`src/rtl/regfile_access_ctrl.sv`:
```
// Register-file access controller: buffers writebacks in a small FIFO, sequences
// setup/pulse/hold strobes for writes and reads, and returns operands via valid/ready.
module regfile_access_ctrl #(
  parameter int unsigned DataWidth   = 32,
  parameter int unsigned SetupCycles = 1,
  parameter int unsigned PulseCycles = 1,
  parameter int unsigned WbDepth     = 2
) (
  input  logic                 clk_i,
  input  logic                 rst_i,
  input  logic                 rd_req_valid_i,
  output logic                 rd_req_ready_o,
  input  logic                 rs1_en_i,
  input  logic                 rs2_en_i,
  input  logic [4:0]           rs1_addr_i,
  input  logic [4:0]           rs2_addr_i,
  output logic                 rd_rsp_valid_o,
  input  logic                 rd_rsp_ready_i,
  output logic [DataWidth-1:0] rs1_data_o,
  output logic [DataWidth-1:0] rs2_data_o,
  input  logic                 wb_valid_i,
  output logic                 wb_ready_o,
  input  logic [4:0]           wb_addr_i,
  input  logic                 wb_sel_alu_i,
  input  logic [DataWidth-1:0] wb_data_alu_i,
  input  logic [DataWidth-1:0] wb_data_lsu_i,
  output logic                 req_ra_o,
  output logic                 req_rb_o,
  output logic                 req_w_o,
  output logic [4:0]           raddr_a_o,
  output logic [4:0]           raddr_b_o,
  output logic [4:0]           waddr_a_o,
  output logic [DataWidth-1:0] wdata_alu_o,
  output logic [DataWidth-1:0] wdata_lsu_o,
  output logic                 soursel_o,
  input  logic [DataWidth-1:0] rdata_a_i,
  input  logic [DataWidth-1:0] rdata_b_i,
  output logic                 busy_o
);

  localparam int unsigned CntMax = (SetupCycles > PulseCycles) ? SetupCycles : PulseCycles;
  localparam int unsigned CntW   = $clog2(CntMax + 1);
  localparam int unsigned CountW = $clog2(WbDepth + 1);

  typedef enum logic [2:0] {
    IDLE, W_SETUP, W_PULSE, W_HOLD, R_SETUP, R_PULSE, R_CAPTURE, R_RESP
  } state_t;

  typedef struct packed {
    logic [4:0]           addr;
    logic                 sel;
    logic [DataWidth-1:0] alu;
    logic [DataWidth-1:0] lsu;
  } wb_entry_t;

  state_t              state, state_next;
  logic [CntW-1:0]     cnt, cnt_next;
  wb_entry_t           fifo [WbDepth];
  logic [CountW-1:0]   count, widx;
  logic                push, pop, accept, head_nz, second_nz;
  logic                ea, eb;
  logic [4:0]          ra_addr, rb_addr;
  logic [DataWidth-1:0] rs1_q, rs2_q;
  logic                req_ra_q, req_rb_q, req_w_q;
  logic                w_active, r_active;

  assign wb_ready_o     = !rst_i && (count < CountW'(WbDepth));
  assign push           = wb_valid_i && wb_ready_o;
  assign rd_req_ready_o = !rst_i && (state == IDLE) && (count == '0) && !wb_valid_i;
  assign accept         = rd_req_valid_i && rd_req_ready_o;
  assign head_nz        = (fifo[0].addr != '0);
  assign widx           = pop ? count - 1'b1 : count;

  // From W_HOLD only an already-buffered second entry can chain directly into W_SETUP.
  if (WbDepth > 1) begin : g_chain
    assign second_nz = (count > CountW'(1)) && (fifo[1].addr != '0);
  end else begin : g_nochain
    assign second_nz = 1'b0;
  end

  always_comb begin
    state_next = state;
    cnt_next   = cnt;
    pop        = 1'b0;
    case (state)
      IDLE: begin
        cnt_next = '0;
        if (count != '0) begin
          if (!head_nz) pop = 1'b1;
          else          state_next = W_SETUP;
        end else if (accept) begin
          if ((rs1_en_i && rs1_addr_i != '0) || (rs2_en_i && rs2_addr_i != '0))
            state_next = R_SETUP;
          else
            state_next = R_RESP;
        end
      end
      W_SETUP, R_SETUP: begin
        if (cnt == CntW'(SetupCycles - 1)) begin
          state_next = (state == W_SETUP) ? W_PULSE : R_PULSE;
          cnt_next   = '0;
        end else begin
          cnt_next = cnt + 1'b1;
        end
      end
      W_PULSE, R_PULSE: begin
        if (cnt == CntW'(PulseCycles - 1)) begin
          state_next = (state == W_PULSE) ? W_HOLD : R_CAPTURE;
          cnt_next   = '0;
        end else begin
          cnt_next = cnt + 1'b1;
        end
      end
      W_HOLD: begin
        pop        = 1'b1;
        cnt_next   = '0;
        state_next = second_nz ? W_SETUP : IDLE;
      end
      R_CAPTURE: state_next = R_RESP;
      R_RESP:    if (rd_rsp_ready_i) state_next = IDLE;
      default:   state_next = IDLE;
    endcase
  end

  always_ff @(posedge clk_i or posedge rst_i) begin
    if (rst_i) begin
      state    <= IDLE;
      cnt      <= '0;
      req_w_q  <= 1'b0;
      req_ra_q <= 1'b0;
      req_rb_q <= 1'b0;
    end else begin
      state    <= state_next;
      cnt      <= cnt_next;
      req_w_q  <= (state_next == W_PULSE);
      req_ra_q <= (state_next == R_PULSE) && ea;
      req_rb_q <= (state_next == R_PULSE) && eb;
    end
  end

  always_ff @(posedge clk_i or posedge rst_i) begin
    if (rst_i) begin
      count <= '0;
      for (int unsigned i = 0; i < WbDepth; i++) fifo[i] <= '0;
    end else begin
      if (pop)
        for (int unsigned i = 0; i + 1 < WbDepth; i++) fifo[i] <= fifo[i + 1];
      for (int unsigned i = 0; i < WbDepth; i++)
        if (push && widx == CountW'(i))
          fifo[i] <= '{addr: wb_addr_i, sel: wb_sel_alu_i, alu: wb_data_alu_i, lsu: wb_data_lsu_i};
      case ({push, pop})
        2'b10:   count <= count + 1'b1;
        2'b01:   count <= count - 1'b1;
        default: count <= count;
      endcase
    end
  end

  always_ff @(posedge clk_i or posedge rst_i) begin
    if (rst_i) begin
      ea      <= 1'b0;
      eb      <= 1'b0;
      ra_addr <= '0;
      rb_addr <= '0;
      rs1_q   <= '0;
      rs2_q   <= '0;
    end else begin
      if (accept) begin
        ea      <= rs1_en_i && (rs1_addr_i != '0);
        eb      <= rs2_en_i && (rs2_addr_i != '0);
        ra_addr <= rs1_addr_i;
        rb_addr <= rs2_addr_i;
        rs1_q   <= '0;
        rs2_q   <= '0;
      end
      if (state == R_CAPTURE) begin
        rs1_q <= ea ? rdata_a_i : '0;
        rs2_q <= eb ? rdata_b_i : '0;
      end
    end
  end

  assign w_active = (state == W_SETUP) || (state == W_PULSE) || (state == W_HOLD);
  assign r_active = (state == R_SETUP) || (state == R_PULSE) || (state == R_CAPTURE);

  assign req_w_o        = req_w_q;
  assign req_ra_o       = req_ra_q;
  assign req_rb_o       = req_rb_q;
  assign waddr_a_o      = w_active ? fifo[0].addr : '0;
  assign wdata_alu_o    = w_active ? fifo[0].alu  : '0;
  assign wdata_lsu_o    = w_active ? fifo[0].lsu  : '0;
  assign soursel_o      = w_active ? fifo[0].sel  : 1'b0;
  assign raddr_a_o      = (r_active && ea) ? ra_addr : '0;
  assign raddr_b_o      = (r_active && eb) ? rb_addr : '0;
  assign rd_rsp_valid_o = (state == R_RESP);
  assign rs1_data_o     = rs1_q;
  assign rs2_data_o     = rs2_q;
  assign busy_o         = (state != IDLE) || (count != '0);

endmodule

```
`config.mk`:
```
export PLATFORM = sky130hd
export DESIGN_NAME = regfile_access_ctrl
export DESIGN_NICKNAME = d
export VERILOG_FILES = /design/src/rtl/regfile_access_ctrl.sv
export SDC_FILE = /design/constraint.sdc
export NUM_CORES = 1
export LEC_CHECK = 0
export CAP_MARGIN = 20
export CORE_MARGIN = 2
export CORE_UTILIZATION = 47
export DETAILED_ROUTE_END_ITERATION = 10
export GPL_TIMING_DRIVEN = 0
export PLACE_DENSITY = 0.86
export SETUP_SLACK_MARGIN = 0.15
export SYNTH_ARGS = -nofsm -noshare
export SYNTH_HDL_FRONTEND = slang
export SYNTH_SLANG_ARGS = --single-unit
```
`constraint.sdc`:
```
create_clock -name clk_i -period 11 [get_ports clk_i]
set_input_delay 2.2 -clock clk_i [delete_from_list [all_inputs] [get_ports clk_i]]
set_output_delay 2.2 -clock clk_i [all_outputs]
set_load 0.1 [all_outputs]
```
# Yosys cells after proc, flatten, opt, wreduce, memory -nomap -nowiden
# Cells that the tools add are included.
# Widths: inputs -> output; s select.
word_totals:
  output_inout_bits: 151
  mem_bits_ro: 0
  ff_bits: 225
  n_memories: 0
  mem_bits_rw: 0
  wordCells: 108
  in_bits: 151
  latch_bits: 0
op_classes:
  n_lt_le_gt_ge: 2
  n_addsub: 3
  mux: 31
  multipliers: 0
  reduce_logical: 40
  bitwise: 0
  div: 0
  n_eq_ne: 12
  n_shift: 0
ops:
  columns: ["op", "n"]
  rows:
  - ["$mux 32", 7]
  - ["$mux 70", 2]
  - ["$mux 3", 8]
  - ["$reduce_bool 5->1", 4]
  - ["$pmux 3 s6", 1]
  - ["$eq 3x3->1 const B", 5]
  - ["$logic_and 1x1->1", 15]
  - ["$mux 5", 3]
  - ["$reduce_bool 2->1", 5]
  - ["$eq 3x2->1 const B", 3]
  - ["$logic_or 1x1->1", 6]
  - ["$reduce_or 2->1", 3]
  - ["$mux 1", 5]
  - ["$eq 2x1->1 const B", 2]
  - ["$logic_not 2->1", 2]
  - ["$mux 2", 2]
  - ["$pmux 1 s2", 2]
  - ["$pmux 2 s2", 1]
  - ["$reduce_or 4->1", 1]
  - ["$eq 3x1->1 const B", 1]
  - ["$logic_not 3->1", 1]
  - ["$reduce_bool 3->1", 1]
  - ["$add 2x1->2 const B", 1]
  - ["$eq 2x2->1 const B", 1]
  - ["other kinds (5)", 6]

# Depth between registers and ports, before layout
logic_depth:
  ltp_word: 10
  mapped_depth: 10
  mapped_depth_nobuf: 8

# Least setup slack after synthesis
# OpenSTA, ideal clock, no wires.
synth_path:
  path_kind: "input to output"
  start: "input rst_i"
  end: "output wb_ready_o"
  t_arrival_ns: 3.483
  cell_stages: 1
  slack_ns: 5.317
  t_required_ns: 8.800
  path_buffers: 0
  cell_sequence: "nor2_1"
synth_between:
  elab_chain_cells: 2
synth_rtl:
  columns: ["element", "line", "rtl"]
  rows:
  - ["start: declaration", "10", "input logic rst_i,"]
  - ["$logic_not 1->1 (no line)", null, null]
  - ["$logic_and 1x1->1", "67", "assign wb_ready_o = !rst_i && (count < CountW'(WbDepth));"]
  - ["end: declaration", "22", "output logic wb_ready_o,"]
# Every way passes these cells.

# Worst setup path after layout
layout_path:
  start: "input rst_i"
  end: "output rd_req_ready_o"
layout_between:
  elab_chain_cells: 4
layout_rtl:
  columns: ["element", "line", "rtl"]
  rows:
  - ["$logic_not 1->1 (no line)", null, null]
  - ["$logic_and 1x1->1 (3 in a row)", "69", "assign rd_req_ready_o = !rst_i && (state == IDLE) && (count == '0) && !wb_valid_i;"]
  - ["end: declaration", "12", "output logic rd_req_ready_o,"]
# Every way passes these cells.

==> flow_summary.toml <==
[synth]
synth_nets = 936
synth-edff-count = 0
syn-instance-count = 782
post-synth-top-area-cell = "dfrtp_1"
synth.top_cell.area_share_pct = 58.6
ys_top_cells_by_count = "224 x dfrtp_1, 81 x and2_1, 81 x nor2_1"
synth-seq-cells = 224
synth_flop_cell = "dfrtp_1"
syn_area_per_cell_um2 = 12.2
synth-async-reset-ratio_pct = 100
synthTopCellsByArea = "dfrtp_1 59%, mux2_2 9.4%, mux2i_1 7.1%, a22o_1 5.9%, and2_1 5.3%"
ys_seq_area_share_pct = 58.6
syn_area_um2 = 9560
synth_warnings = 0
synth.distinct_cells = 29
yosysMostFrequentCell = "dfrtp_1"

[setup_path]
rr_worst_depth = 9
worstSetupPathType = "input port to primary output"
crit_arrival_ps = 4260
cp-end-kind = "primary output"
critPathMaxFanout = 4
start_kind = "input port"
cp.required_ps = 8800

[floorplanning]
io_pins = 302
die_area_um2 = 21500
rows = 52
die_y_um = 147
core_area_um2 = 20100
start_util_pct = 47.6
fp.dieW_um = 147

[finish]
drive_above_1_share_pct = 14.4
antenna-diode-count = 0
area_growth_syn_to_layout_pct = 45.0
n_fill_cell = 1418
nNetsFinal = 1264
fin_util_pct = 69.0

[sta]
tightest_slew_ps = 1060
final_hold_viol_count = 0
skew_ps = 20.4
relSlewSlack_pct = 29.3
slew_viol_final = 0
fmax_ghz = 0.155
setup_tns_ps = 0
hold_ws_ps = 493
period_share_pct = 58.7
setup-violations-final = 0
rsz0062_at_grt = "no"
min_period_ps = 6460

[clock_tree]
worstSkewPairLatency_ps = 520
clockRootBuffer = "clkbuf_16"
cts_hold_repair.buffers = 0
clkSinkCount = 224
cts_buffers = 24
htree_num_levels = 1
cts_tree = "yes"
clockBufferDepth = 3
clk_pin_slew_ps = 50
postCtsSetupRepairBufs = 0
cts_resized = 0

[placed_design]
dpl.hpwl_mm = 18.6
gp_congestion = 0.811
port_buffers = 301

[grt]
grt_max_degree = 122
grt_overflow = 0
grt_pass1_vias = 7649
grt_antenna_before_repair = 0
grt_pass1_wl_mm = 41.4
track_usage_pct = 24.1

[worst_hold_path]
min_path_type = "flop to flop"
hold_depth = 1

[run]
cap_viol_max_count = 0

[route]
drc = 0
via_per_inst = 5.22
wl_per_cell_um = 18.7
drt-pass1-iter-count = 4
ant_nets = 0
finalWirelength_mm = 26.2
vias = 7293
drt-initial-drc-count = 195

[run_status]
outcome = "finished clean"
-- layout by cell type (no fill, tap or decap), types with 2 or more instances in the layout --
master           synthesis  layout
a22o_1                  64      64
bufinv_16                0       6
clkinv_2                 0       3
mux2_2                  80      80
xnor2_1                  2       2
clkinvlp_4               0       3
inv_1                    7       6
clkbuf_1                19      21
nor3_1                   4       4
and2_1                  81      81
nand2_1                 18      18
dfrtp_1                224     224
nand3_1                  2       2
buf_2                   21      21
or4_1                    5       5
clkbuf_8                 0       5
mux2i_1                 68      68
ha_1                     3       3
o21ai_0                  8       8
a21oi_1                 71      71
clkbuf_16                0      25
buf_4                   11      11
nor2_1                  81      81
a31oi_1                  3       3
clkdlybuf4s50_1          0     301
-- worst max-delay path, cell delays in order --
cell,delay (ps)
clkdlybuf4s50_1,550
nor3_2,290
clkdlybuf4s50_1,1220
-- logic make-up (layout without fill, tap and decap cells) --
kind of cell | Yosys count | in the layout | synth area share, %
adders and majority gates | 3 | 3 | 0.393
muxes | 149 | 149 | 16.8
buffers and inverters | 60 | 406 | 3.14
xor gates and xnor gates | 2 | 2 | 0.183
AOI/OAI and AO/OA | 150 | 150 | 10.7
DFF | 224 | 224 | 58.6
and+or+nand+nor | 194 | 194 | 10.2
-- flip-flops by register name, indices dropped and copies added, names as in the netlist --
name and cells:
count 2, ea 1, eb 1, fifo 140, ra_addr 5, rb_addr 5
req_ra_o 1, req_rb_o 1, req_w_o 1, rs1_data_o 32, rs2_data_o 32, state 3
-- metal layers --
layer  GRT usage, %  wire length [um]
met1           28.4             10100
met2           42.4             13100
met3           7.06              2180
met4           7.72               795
met5              0                 0
-- per-stage QoR --
| stage | cell area, um^2 | cells | worst slack (ps) |
|---|---|---|---|
| 2_1_floorplan | 9560 | 782 | 2670 |
| 3_3_place_gp | 12900 | 1353 | -144 |
| 3_5_place_dp | 12900 | 1354 | 4520 |
| 4_1_cts | 13900 | 1398 | 4520 |
| 5_1_grt | 13900 | 1398 | 4470 |
| 6_report | 13900 | 1398 | 4540 |
-- cell type report --
class | instances | area (um^2) | share of cell area (%)
sequential | 224 | 5610 | 40.4
multi-input combinational | 498 | 3650 | 26.4
timing repair buffer | 302 | 3040 | 21.9
clock buffer | 32 | 702 | 5.06
tap | 270 | 338 | 2.44
buffer | 53 | 274 | 1.98
clock inverter | 12 | 218 | 1.57
inverter | 7 | 33.8 | 0.244
-- worst paths after layout --
path | from | end | slack (ps)
min in group asynchronous | rst_i | ea | 2300
max reg2reg | count[0] | fifo[62] | 8040
min reg2reg | ra_addr[4] | ra_addr[4] | 490
max in group asynchronous | rst_i | fifo[29] | 7680
min | ra_addr[4] | ra_addr[4] | 490
max | rst_i | rd_req_ready_o | 4540
Power is left out: the tool's default activity adds up to more than one toggle a clock period on the data nets, which glitch-free logic cannot reach.
